--- src/rtl/data_bus_arbiter.sv ---
// Two-master data-bus arbiter with address decode and a registered read-response route.
// Round-robin between masters with optional per-master lock; read data returns one cycle after grant.
module data_bus_arbiter #(
  parameter logic [3:0] RAM_LIMIT = 4'h2,
  parameter logic [3:0] RTC_LIMIT = 4'h8
) (
  input  logic            clk,
  input  logic            reset,
  input  logic [1:0]      m_req_i,
  input  logic [1:0]      m_lock_i,
  input  logic [1:0][31:0] m_addr_i,
  input  logic [1:0][3:0] m_we_i,
  input  logic [1:0][31:0] m_wdata_i,
  output logic [1:0]      m_gnt_o,
  output logic [1:0]      m_stall_o,
  output logic [1:0]      m_rvalid_o,
  output logic [31:0]     m_rdata_o,
  output logic            s_ram_en_o,
  output logic            s_rtc_en_o,
  output logic            s_tb_en_o,
  output logic [31:0]     s_addr_o,
  output logic [3:0]      s_we_o,
  output logic [31:0]     s_wdata_o,
  input  logic [31:0]     s_ram_rdata_i,
  input  logic [31:0]     s_rtc_rdata_i,
  input  logic [31:0]     s_tb_rdata_i,
  output logic [1:0]      dbg_state_o
);

  typedef enum logic [1:0] {
    IDLE = 2'd0,
    OWN0 = 2'd1,
    OWN1 = 2'd2
  } state_t;

  localparam logic [1:0] SL_RAM = 2'd0;
  localparam logic [1:0] SL_RTC = 2'd1;
  localparam logic [1:0] SL_TB  = 2'd2;

  state_t      r_state;
  state_t      w_state_nxt;
  logic        r_last_gnt;
  logic        w_last_nxt;
  logic [1:0]  w_gnt;
  logic        w_win;
  logic        w_any;
  logic [1:0]  w_slave;

  logic        r_resp_read;
  logic        r_resp_master;
  logic [1:0]  r_resp_slave;

  // Grant is gated by reset so nothing reaches a slave while reset is held.
  always_comb begin
    w_gnt       = 2'b00;
    w_state_nxt = IDLE;
    w_last_nxt  = r_last_gnt;
    w_win       = 1'b0;
    if (reset) begin
      if (r_state == OWN0 && m_req_i[0]) begin
        w_gnt = 2'b01;
      end else if (r_state == OWN1 && m_req_i[1]) begin
        w_gnt = 2'b10;
      end else begin
        case (m_req_i)
          2'b01:   w_gnt = 2'b01;
          2'b10:   w_gnt = 2'b10;
          2'b11:   w_gnt = r_last_gnt ? 2'b01 : 2'b10;
          default: w_gnt = 2'b00;
        endcase
      end
      if (w_gnt != 2'b00) begin
        w_win      = w_gnt[1];
        w_last_nxt = w_win;
        if (m_lock_i[w_win]) w_state_nxt = w_win ? OWN1 : OWN0;
      end
    end
  end

  assign w_any     = |w_gnt;
  assign m_gnt_o   = w_gnt;
  assign m_stall_o = m_req_i & ~w_gnt;

  always_ff @(posedge clk or negedge reset) begin
    if (!reset) begin
      r_state    <= IDLE;
      r_last_gnt <= 1'b1;
    end else begin
      r_state    <= w_state_nxt;
      r_last_gnt <= w_last_nxt;
    end
  end

  assign dbg_state_o = r_state;

  always_comb begin
    s_addr_o  = 32'h0;
    s_we_o    = 4'h0;
    s_wdata_o = 32'h0;
    if (w_any) begin
      s_addr_o  = m_addr_i[w_win];
      s_we_o    = m_we_i[w_win];
      s_wdata_o = m_wdata_i[w_win];
    end
  end

  always_comb begin
    if (s_addr_o[31:28] < RAM_LIMIT)      w_slave = SL_RAM;
    else if (s_addr_o[31:28] < RTC_LIMIT) w_slave = SL_RTC;
    else                                  w_slave = SL_TB;
  end

  assign s_ram_en_o = w_any && (w_slave == SL_RAM);
  assign s_rtc_en_o = w_any && (w_slave == SL_RTC);
  assign s_tb_en_o  = w_any && (w_slave == SL_TB);

  // Response route: remembers who asked and which slave answers next cycle.
  always_ff @(posedge clk or negedge reset) begin
    if (!reset) begin
      r_resp_read   <= 1'b0;
      r_resp_master <= 1'b0;
      r_resp_slave  <= SL_RAM;
    end else begin
      r_resp_read   <= w_any && (s_we_o == 4'h0);
      r_resp_master <= w_win;
      r_resp_slave  <= w_slave;
    end
  end

  assign m_rvalid_o = r_resp_read ? (r_resp_master ? 2'b10 : 2'b01) : 2'b00;

  always_comb begin
    m_rdata_o = 32'h0;
    if (r_resp_read) begin
      case (r_resp_slave)
        SL_RAM:  m_rdata_o = s_ram_rdata_i;
        SL_RTC:  m_rdata_o = s_rtc_rdata_i;
        default: m_rdata_o = s_tb_rdata_i;
      endcase
    end
  end

endmodule

--- config.mk ---
export PLATFORM = sky130hd
export DESIGN_NAME = data_bus_arbiter
export DESIGN_NICKNAME = d
export VERILOG_FILES = /design/src/rtl/data_bus_arbiter.sv
export SDC_FILE = /design/constraint.sdc
export NUM_CORES = 1
export LEC_CHECK = 0
export BUFFER_PORTS_ARGS = -buffer_cell sky130_fd_sc_hd__buf_2
export CAP_MARGIN = 10
export CORE_AREA = 2 2 134 136
export DETAILED_ROUTE_END_ITERATION = 12
export DIE_AREA = 0 0 136 138
export SETUP_SLACK_MARGIN = 0.05
export SLEW_MARGIN = 20
export SYNTH_ARGS = -nofsm -noshare
export SYNTH_HDL_FRONTEND = slang
export SYNTH_SLANG_ARGS = --single-unit
--- constraint.sdc ---
create_clock -name clk -period 1.9 [get_ports clk]
set_input_delay 0.095 -clock clk [delete_from_list [all_inputs] [get_ports clk]]
set_output_delay 0.095 -clock clk [all_outputs]
set_load 0.01 [all_outputs]
# After elaboration in Yosys (flattened, before gate mapping)
# Cells that the tools add are included.
# totals
register_bits,7
inputBits,238
out_inout_bits,111
elab_cells,60
# op_classes
n_lt_le_gt_ge,4
eq_ne,8
muxes,29
bitwise,2
n_reduce_logical,12
# ops
operator,n
$mux W32,7
$pmux W32 S2,1
$mux W2,13
$mux W4,3
$eq A2 B1 Y1 const B,4
$eq A2 B2 Y1 const B,4
$logic_and A1 B1 Y1,6
$pmux W2 S3,1
$logic_not A2 Y1,2
$logic_not A4 Y1,1
$lt A1 B2 Y1 const B,2
$lt A4 B2 Y1 const B,1
$lt A4 B4 Y1 const B,1
$mux W1,4
$and A2 B2 Y2,1
$not A2 Y2,1
$reduce_and A2 Y1,1
$reduce_bool A2 Y1,1
$reduce_or A2 Y1,1

# Longest topological paths before layout
# Gate-level depths: netlist of the first run.
# depth
depth_word,16
mapped_depth,7

# Worst setup path after synthesis of the first run
# No wires, ideal clock.
# synth_timing
path_kind,register to output
from,register r_last_gnt
to,output s_addr_o[31]
t_arrival_ps,1660
required_ps,1805
setup_slack_ps,145
stages_incl_launch_ff,7
n_path_buf,3
path_cell_list,dfstp_2 nor2b_1 o311a_1 buf_2 buf_2 mux2i_1 buf_4
# synth_via
elab_chain_len,11
word_cells_on_any_way,13
cone_classes,mux (11); reduce/logical (2)
# synth_lines
item,line,source
from (decl),42,logic r_last_gnt;
from (signal assigned),90,r_last_gnt <= w_last_nxt;
$mux W2 (*),68,2'b11: w_gnt = r_last_gnt ? 2'b01 : 2'b10;
$pmux W2 S3 (*),65,case (m_req_i)
$mux W2 (*),62,end else if (r_state == OWN1 && m_req_i[1]) begin
$mux W2 (*),60,if (r_state == OWN0 && m_req_i[0]) begin
$mux W2 (*),59,if (reset) begin
$reduce_bool A2 Y1,72,if (w_gnt != 2'b00) begin
$mux W1,72,
$mux W1,59,
$mux W32 (not written as such) (2 in series),101,s_addr_o = m_addr_i[w_win];
$mux W32 (*),100,if (w_any) begin
to (decl),21,"output logic [31:0] s_addr_o,"
# Every way passes the cells marked *; elsewhere a longest branch is shown, timed or not. The select of a mux whose other input is x is not followed.

# Final worst setup path of the first run
# layout_timing
from,register r_last_gnt
to,output s_addr_o[7]
# The elaborated chain is that of the path after synthesis.

==> results.md, run 1 <==
- Ys async rst share: 1.000
- Worst-margin pin slew: 0.4493 ns
- First-pass GRT wire length: 18.54 mm
- Critical path arrival: 1.79 ns
- Mapped Cells: 410
- Mapped cell area: 0.002544 mm²
- # IOs: 349
- H-tree levels: 1
- GRT Total Usage: 0.1243
- CTS Buf Count: 3
- DR iter-0 viols: 104
- Setup violators final: 0
- Worst min path class: in2reg
- Final Hold Viols: 0
- WP buf/inv: 3
- Crit path max-delay cell type: dfstp_2
- Dpl hpwl: 10.70 mm
- Core area: 0.01753 mm²
- Max Slew Vio Count: 0
- Worst hold slack: 0.09970 ns
- CTS Sinks: 7
- Largest net degree at the start of global routing: 75
- Min Tclk post-route: 1.886 ns
- Peak fanout along the critical path: 7
- Area post-placement: 0.004581 mm²
- CTS tree: yes
- DIE WIDTH: 136 µm
- Highest clock rate: 0.5303 GHz
- Pwr dens: 343.3 mW/mm²
- Die ar.: 0.01877 mm²
- Outcome: completed
- GPL Wtd Cong: 0.8125
- Reg clk slew, reported paths: 0.04 ns
- Final #Nets: 989
- Port bufs: 348
- Global route overflow: 0
- Largest cells by area after synthesis: mux2i_1 40%, nand2_1 25%, and2_1 8.4%
- Total Power: 1.708 mW
- RSZ-0062 raised after global routing: true
- Initial Util: 0.1451
- Vias: 3940
- Netlist cell types: 24
- Clock Skew: 0.001779 ns
- Max_cap viols: 0
- Share of cells above drive strength 1: 0.5173
- Number of synthesized register bits: 7
- Die Ht: 138 µm
- Initial antenna violation count: 3
- Top Family by Delay on Critical Path: flip-flops
- Setup CP Type: reg2out
- Most used DFF post-synth: dfrtp_1
- # DRC: 0
- Vias per inst: 4.016
- Vias in the first global route: 3679
- CP Data Required Time: 1.80 ns
- Routed wire length: 13.34 mm
- Cell Chain, Critical Path: nor2b_4, o311a_4, buf_12, clkbuf_16, mux2i_1, buf_2
- Syn Nets: 648
- Synth Warn #: 0
- Period Utilization, post-route: 0.9925
- Syn-to-layout area delta: 95.62%
- Worst setup SP type: flip-flop
- Slew Limit Headroom: 0.6982
- Final core occ: 0.2838
- DRT Pass-1 Iters: 5
- Antenna-violating nets left: 0
- Yosys top cell by area: mux2i_1
- VDD IR max: 0.2286 mV
- EDFF count, synth: 0
- Number of fill cells: 1967
- P_leak: 2.777 nW
- CP max stage delay: 0.53 ns
- Sequential share of the synthesized area: 0.06936
- Design Area, Final: 0.004976 mm²
- Routed WL per cell: 13.60 µm
- CTS root buf: clkbuf_16
- Row count: 49
- Setup crit end kind: output pin
- Setup_tns: 0 ns
- Maximum buffer depth of the clock tree: 2
- Worst-skew pair later-pin latency: 0.23 ns
- Avg Cell Area, Syn: 6.204 µm²
- Post-synth top area share: 0.3974
[sequential cells by signal, indices dropped and copies added, names as in the netlist]
name / flops
dbg_state_o: 2
r_resp_slave: 2
r_last_gnt: 1
r_resp_master: 1
r_resp_read: 1
[cells in the final DEF (no fill, tap or decap), types with 2 or more instances in the layout]
cell	instances
dfrtp_2	2
dfrtp_1	4
diode_2	2
nor3_1	2
nor4_1	4
mux2i_1	101
buf_12	8
o21ai_0	21
nand2_1	170
dlygate4sd3_1	2
and2_1	33
buf_4	7
clkbuf_16	6
o21ai_1	12
buf_6	12
nor2_1	5
mux2_4	2
buf_2	342
[final cells by class]
type,count,area [µm²],share of cell area
flip-flops and latches,7,178.9,0.03596
inverters,1,3.754,0.0007543
repair buffers,376,2197,0.4415
well taps,229,286.5,0.05758
clock buffers,4,78.83,0.01584
multi-input cells,362,2226,0.4473
diodes,2,5.005,0.001006
[logic make-up after synthesis]
logic type,share of synthesized area
buffers and inverters,0.07132
and+or+nand+nor,0.3689
DFF,0.06936
AOI/OAI and AO/OA,0.07968
muxes,0.4107
[final timing paths]
path / startpoint / end / slack (ns) / depth (start not counted)
worst min-delay path: m_lock_i[0] / dbg_state_o[0] / 0.1 / 2
worst min register to register: r_last_gnt / r_last_gnt / 0.51 / 2
max in group asynchronous: reset / r_resp_slave[1] / 1.17 / 2
min in group asynchronous: reset / r_resp_read / 0.45 / 2
worst max register to register: r_last_gnt / r_resp_slave[0] / 0.25 / 5
worst max-delay path: r_last_gnt / s_addr_o[7] / 0.01 / 6
[timing repair]
item                                    CTS  global route
endpoints found under the setup margin   30            74
pin swaps                                 1             3
hold buffers                              2             0
setup buffers                             4             5
gates cloned                              1             4
gates resized for setup                   8            15
hold endpoints to repair                  6             0
[worst register-to-register path, stage by stage (launching register included)]
cell and delay, ns:
dfstp_2 0.53, nor2b_4 0.13, o311a_4 0.26, buf_6 0.15, clkbuf_16 0.14, mux2_1 0.31
[power breakdown]
part	leakage [nW]	switching (mW)	internal [mW]
registers	0.0882	0.00764	0.163
clock network	0.0382	0.0840	0.280
logic	2.65	0.555	0.619
total	2.78	0.647	1.06
[per-layer routing]
metal  up-vias  global-route usage  share of wire
li1       2033                   -              -
met1      1685              0.1212           0.36
met2       218              0.2547           0.53
met3         4             0.03814           0.10
met4         0             0.01590         0.0042
met5         -                   0              0
[stage by stage]
stage	setup slack, ns	instances
floorplan	0.1454	410
finish	0.01419	981
global route	-0.05841	980
CTS	-0.001634	970
detailed placement	0.2031	959
global placement	0.2012	959
[synth_stat cells, drive strengths merged, types with 3 or more instances]
library cell,instances
nand2,170
and2,34
o21ai,33
dfrtp,6
mux2,3
nor4,4
nor2,5
mux2i,101
buf,15
clkbuf,25
(Power assumes the default switching activity.)
==> run 2, diff against run 1 <==
GPL_TIMING_DRIVEN = 0   (was not set)
==> run 2 against run 1 <==
  * The flow now finishes with violations (setup timing)
  * Sequential share of layout area decreased by 0.21 points
  * Routed wire length increased by 13%
  * Power increased by 7.4%
  * Combinational power increased by 10%
  * Flip-flop and latch count unchanged
  * Worst setup slack got worse by 0.12 ns
  * Final cell count increased by 3.1%
  * Maximum frequency decreased by 6.2%
  * Count of clock-buffer cells in the layout unchanged
  * Non-clock buffer count increased by 31
==> results.md, run 2 (same netlist as run 1, synthesis figures left out) <==
- Vias: 4212 (+6.9%)
- GRT Total Usage: 0.1429 (+0.01867)
- Setup crit end kind: output pin
- Initial antenna violation count: 1 (-2)
- Global route overflow: 0 (unchanged)
- Largest net degree at the start of global routing: 11 (-85%)
- Number of fill cells: 1988 (+1.1%)
- Max_cap viols: 0 (unchanged)
- Setup violators final: 57 (+57)
- Failing checks: setup timing
- Total Power: 1.835 mW (+7.4%)
- Port bufs: 348 (unchanged)
- DR iter-0 viols: 71 (-32%)
- Final setup margin: -0.1099 ns (-0.1241 ns)
- Routed wire length: 15.07 mm (+13%)
- CTS Buf Count: 3 (unchanged)
- Commonest non-fill, non-tap cell in the layout: buf_2
- Pre-CTS WS: -0.5042 ns (-0.7073 ns)
- P_leak: 2.905 nW (+4.6%)
- DRT Pass-1 Iters: 4 (-1)
- Worst hold slack: 0.1271 ns (+0.02741 ns)
- Syn-to-layout area delta: 105.1%
- GPL Wtd Cong: 0.7713 (-5.1%)
- DIE WIDTH: 136 µm (unchanged)
- Highest clock rate: 0.4975 GHz (-6.2%)
- CTS tree: yes
- Worst-skew pair later-pin latency: 0.23 ns (about the same)
- Max Slew Vio Count: 0 (unchanged)
- Die Ht: 138 µm (unchanged)
- RSZ-0062 raised after global routing: true
- Critical path arrival: 1.91 ns (+0.12 ns)
- Worst min path class: in2reg
- Vias in the first global route: 4153 (+13%)
- Routed WL per cell: 14.90 µm (+9.6%)
- Row count: 49 (unchanged)
- Initial Util: 0.1451 (unchanged)
- CTS root buf: clkbuf_16
- Core area: 0.01753 mm² (unchanged)
- CP Data Required Time: 1.80 ns (about the same)
- Worst setup SP type: flip-flop
- First-pass GRT wire length: 21.03 mm (+13%)
- CTS Sinks: 7 (unchanged)
- Multi-input logic area: 0.002281 mm² (+2.5%)
- Most frequent cells in the layout: 342 x buf_2, 170 x nand2_1, 95 x mux2i_1
- Antenna-violating nets left: 0 (unchanged)
- Maximum buffer depth of the clock tree: 2 (unchanged)
- Peak fanout along the critical path: 6 (-1)
- VDD IR max: 0.2272 mV (-0.60%)
- Pwr dens: 351.8 mW/mm² (+2.5%)
- Worst-margin pin slew: 0.6230 ns (+0.1737 ns)
- Final #Nets: 1020 (+3.1%)
- Min Tclk post-route: 2.010 ns (+0.1241 ns)
- Dpl hpwl: 12.46 mm (+16%)
- Clock Skew: 0.001920 ns (+0.0001404 ns)
- Setup CP Type: reg2out
- Register area: 176.4 µm² (-1.4%)
- Period Utilization, post-route: 1.058 (+0.06533)
- Outcome: finished with violations
- Die ar.: 0.01877 mm² (unchanged)
- Slew Limit Headroom: 0.5819 (-0.1163)
- # IOs: 349 (unchanged)
- Vias per inst: 4.166 (+3.7%)
- Share of cells above drive strength 1: 0.5288 (+0.01148)
- H-tree levels: 1 (unchanged)
- Reg clk slew, reported paths: 0.04 ns (about the same)
- # DRC: 0 (unchanged)
- Final Hold Viols: 0 (unchanged)
[run 2: cell types whose count changed in the layout (fill, tap and decap cells not counted), sizes merged]
cell    previous run  this run
clkbuf             7        35
buf              371       374
diode              2         1
[run 2: area by class of cell]
| cell class | count | share of cell area |
|---|---|---|
| multi-input cells | 362 | 0.4373 |
| plain buffers | 39 | 0.06117 |
| well taps | 229 | 0.05493 |
| inverters | 1 | 0.0007196 |
| diodes | 1 | 0.0004797 |
| repair buffers | 368 | 0.3965 |
| clock buffers | 4 | 0.01511 |
| flip-flops and latches | 7 | 0.03382 |
[run 2: worst max-delay path, stage by stage (launching register included)]
cell     delay (ns)
dfstp_2        0.54
nor2b_4        0.14
o311a_4        0.24
buf_12         0.14
buf_8          0.11
mux2i_4        0.30
buf_6          0.13
buf_6          0.09
[run 2: routing by layer]
metal	GRT usage	routed length (µm)	vias up
li1	-	-	2098
met4	0.03893	270	0
met1	0.1523	5817	1868
met2	0.2862	7879	232
met5	0	0	-
met3	0.01834	1099	14
[run 2: where the power goes]
group | switching, mW | total, mW | internal, mW
sequential | 0.0102 | 0.172 | 0.162
combinational | 0.610 | 1.29 | 0.681
clock | 0.0914 | 0.372 | 0.281
total | 0.711 | 1.83 | 1.12
[run 2: path summary, 6_finish.rpt]
| path | startpoint | to | slack [ns] | cells after the start |
|---|---|---|---|---|
| max | r_last_gnt | s_addr_o[31] | -0.11 | 7 |
| min | m_lock_i[1] | dbg_state_o[1] | 0.13 | 2 |
| max reg2reg | r_last_gnt | r_resp_read | 0.03 | 8 |
| min reg2reg | r_last_gnt | r_last_gnt | 0.51 | 2 |
| max in group asynchronous | reset | dbg_state_o[1] | 1.18 | 2 |
| min in group asynchronous | reset | r_resp_slave[1] | 0.45 | 2 |
[run 2: repair_timing]
item,CTS,global route
pin swaps,0,3
endpoints found under the setup margin,108,81
hold endpoints to repair,6,0
hold buffers,2,0
buffers inserted,3,9
cloned,0,6
gates resized for setup,40,42
[run 2: through the flow]
stage	setup TNS, ns	instances	area, µm²	utilization
finish	-3.032	1011	5216	0.2975
global route	-7.844	1011	5216	0.2975
CTS	-2.689	995	4791	0.2732
detailed placement	-5.153	987	4572	0.2607
global placement	-5.412	987	4572	0.2607
floorplan	0	410	2544	-
==> run 3, diff against run 2 <==
RECOVER_POWER = 50   (was not set)
==> run 3 against run 2 <==
  * The run still ends with setup timing left
  * Global-route usage stayed put
  * Clock skew stayed put
  * Combinational power hardly changed
  * Routed wire length stayed put
  * Flip-flop and latch count stayed put
  * Non-clock buffer count stayed put
  * Die area stayed put
  * First-iteration DRC count stayed put
  * Critical path type unchanged
==> results.md, run 3 (same netlist as run 1, synthesis figures left out) <==
- Outcome: finished with violations
- Failing checks: setup timing
- Final setup margin: -0.1099 ns (unchanged)
- Core area: 0.01753 mm² (unchanged)
- Most frequent cells in the layout: 341 x buf_2, 170 x nand2_1, 95 x mux2i_1
- GRT Total Usage: 0.1429 (unchanged)
- Setup CP Type: reg2out
- Met2 Routed Length: 7.879 mm (unchanged)
- CTS root buf: clkbuf_16
- Max layer used: met4
- Max_cap viols: 0 (unchanged)
- DIE WIDTH: 136 µm (unchanged)
- Reg clk slew, reported paths: 0.04 ns (about the same)
- DR iter-0 viols: 71 (unchanged)
- Routed wire length: 15.07 mm (unchanged)
- CP Data Required Time: 1.80 ns (about the same)
- Setup_tns: -3.032 ns (-0.0001400 ns)
- GPL Wtd Cong: 0.7713 (unchanged)
- Metal1 wirelength: 5.817 mm (unchanged)
- Port bufs: 348 (unchanged)
- Area post-placement: 0.004572 mm² (unchanged)
- Dpl cells: 987 (unchanged)
- Max Slew Vio Count: 0 (unchanged)
- Initial Util: 0.1451 (unchanged)
- Worst-margin pin slew: 0.6230 ns (unchanged)
- DRT Pass-1 Iters: 4 (unchanged)
- Clock Skew: 0.001920 ns (unchanged)
- Maximum buffer depth of the clock tree: 2 (unchanged)
- Vias in the first global route: 4153 (unchanged)
- Global route overflow: 0 (unchanged)
- Vias per inst: 4.167 (about the same)
- Row count: 49 (unchanged)
- Final #Nets: 1020 (unchanged)
- Worst setup SP type: flip-flop
- Min Tclk post-route: 2.010 ns (unchanged)
- # IOs: 349 (unchanged)
- Critical path arrival: 1.91 ns (about the same)
- Design Area, Final: 0.005215 mm² (about the same)
- Dpl hpwl: 12.46 mm (unchanged)
- Worst hold slack: 0.1271 ns (unchanged)
- Pwr dens: 351.8 mW/mm² (about the same)
- Slew Limit Headroom: 0.5819 (unchanged)
- Setup violators final: 57 (unchanged)
- CTS tree: yes
- Antenna-violating nets left: 0 (unchanged)
- Routed WL per cell: 14.90 µm (unchanged)
- Vias: 4213 (+0.024%)
- Final Hold Viols: 0 (unchanged)
- CTS Sinks: 7 (unchanged)
- Die ar.: 0.01877 mm² (unchanged)
- Pre-CTS WS: -0.5042 ns (unchanged)
- RSZ-0062 raised after global routing: true
- Worst-skew pair later-pin latency: 0.23 ns (about the same)
- Period Utilization, post-route: 1.058 (unchanged)
- First-pass GRT wire length: 21.03 mm (unchanged)
- Non-Filler Instances: 1011 (unchanged)
- Worst min path class: in2reg
- P_leak: 2.900 nW (-0.19%)
- Setup crit end kind: output pin
- Syn-to-layout area delta: 105.0% (about the same)
- Die Ht: 138 µm (unchanged)
- Peak fanout along the critical path: 6 (unchanged)
- Initial antenna violation count: 1 (unchanged)
- Final core occ: 0.2974 (about the same)
- CTS Buf Count: 3 (unchanged)
- Total Power: 1.835 mW (about the same)
- # DRC: 0 (unchanged)
- Highest clock rate: 0.4975 GHz (unchanged)
- Share of cells above drive strength 1: 0.5275 (-0.001280)
- H-tree levels: 1 (unchanged)
- Largest net degree at the start of global routing: 11 (unchanged)
- Wire length on met3: 1.099 mm (unchanged)
- VDD IR max: 0.2272 mV (about the same)
- Commonest non-fill, non-tap cell in the layout: buf_2
run 3: critical path, stage by stage (launching register included):
cell and delay [ns]:
dfstp_2 0.54, nor2b_4 0.14, o311a_4 0.24, buf_12 0.14, buf_8 0.11, mux2i_4 0.30
buf_6 0.13, buf_6 0.09
run 3: final cells by class:
cell class / instances / area [µm²]
antenna: 1 / 2.502
sequential: 7 / 176.4
inverter: 1 / 3.754
tap: 229 / 286.5
buffer: 39 / 319.1
timing repair buffer: 368 / 2067
fill: 1987 / 12320
multi-input combinational: 362 / 2281
clock buffer: 4 / 78.83
run 3: power breakdown:
group | switching (mW) | internal [mW] | leakage (nW) | total (mW)
Clock | 0.0914 | 0.281 | 0.0382 | 0.372
Sequential | 0.0103 | 0.162 | 0.0911 | 0.172
Combinational | 0.610 | 0.681 | 2.77 | 1.29
Total | 0.711 | 1.12 | 2.90 | 1.83
run 3: worst paths after layout:
| check | depth (start not counted) | slack, ns | endpoint | start |
|---|---|---|---|---|
| max in group asynchronous | 2 | 1.18 | dbg_state_o[1] | reset |
| setup / recovery | 7 | -0.11 | s_addr_o[31] | r_last_gnt |
| setup reg to reg | 8 | 0.03 | r_resp_read | r_last_gnt |
| hold reg to reg | 2 | 0.51 | r_last_gnt | r_last_gnt |
| min in group asynchronous | 2 | 0.45 | r_resp_slave[1] | reset |
| hold / removal | 2 | 0.13 | dbg_state_o[1] | m_lock_i[1] |
run 3: routing by layer:
metal | global-route usage | vias up
li1 | - | 2098
met1 | 0.1523 | 1869
met2 | 0.2862 | 232
met3 | 0.01834 | 14
met4 | 0.03893 | 0
met5 | 0 | -
run 3: what timing repair did:
action,4_1_cts,5_1_grt
endpoints found under the hold margin,6,0
setup endpoints to repair,108,81
setup buffers,3,9
hold buffers,2,0
resized for setup,40,42
cloned,0,6
pin swaps,0,3
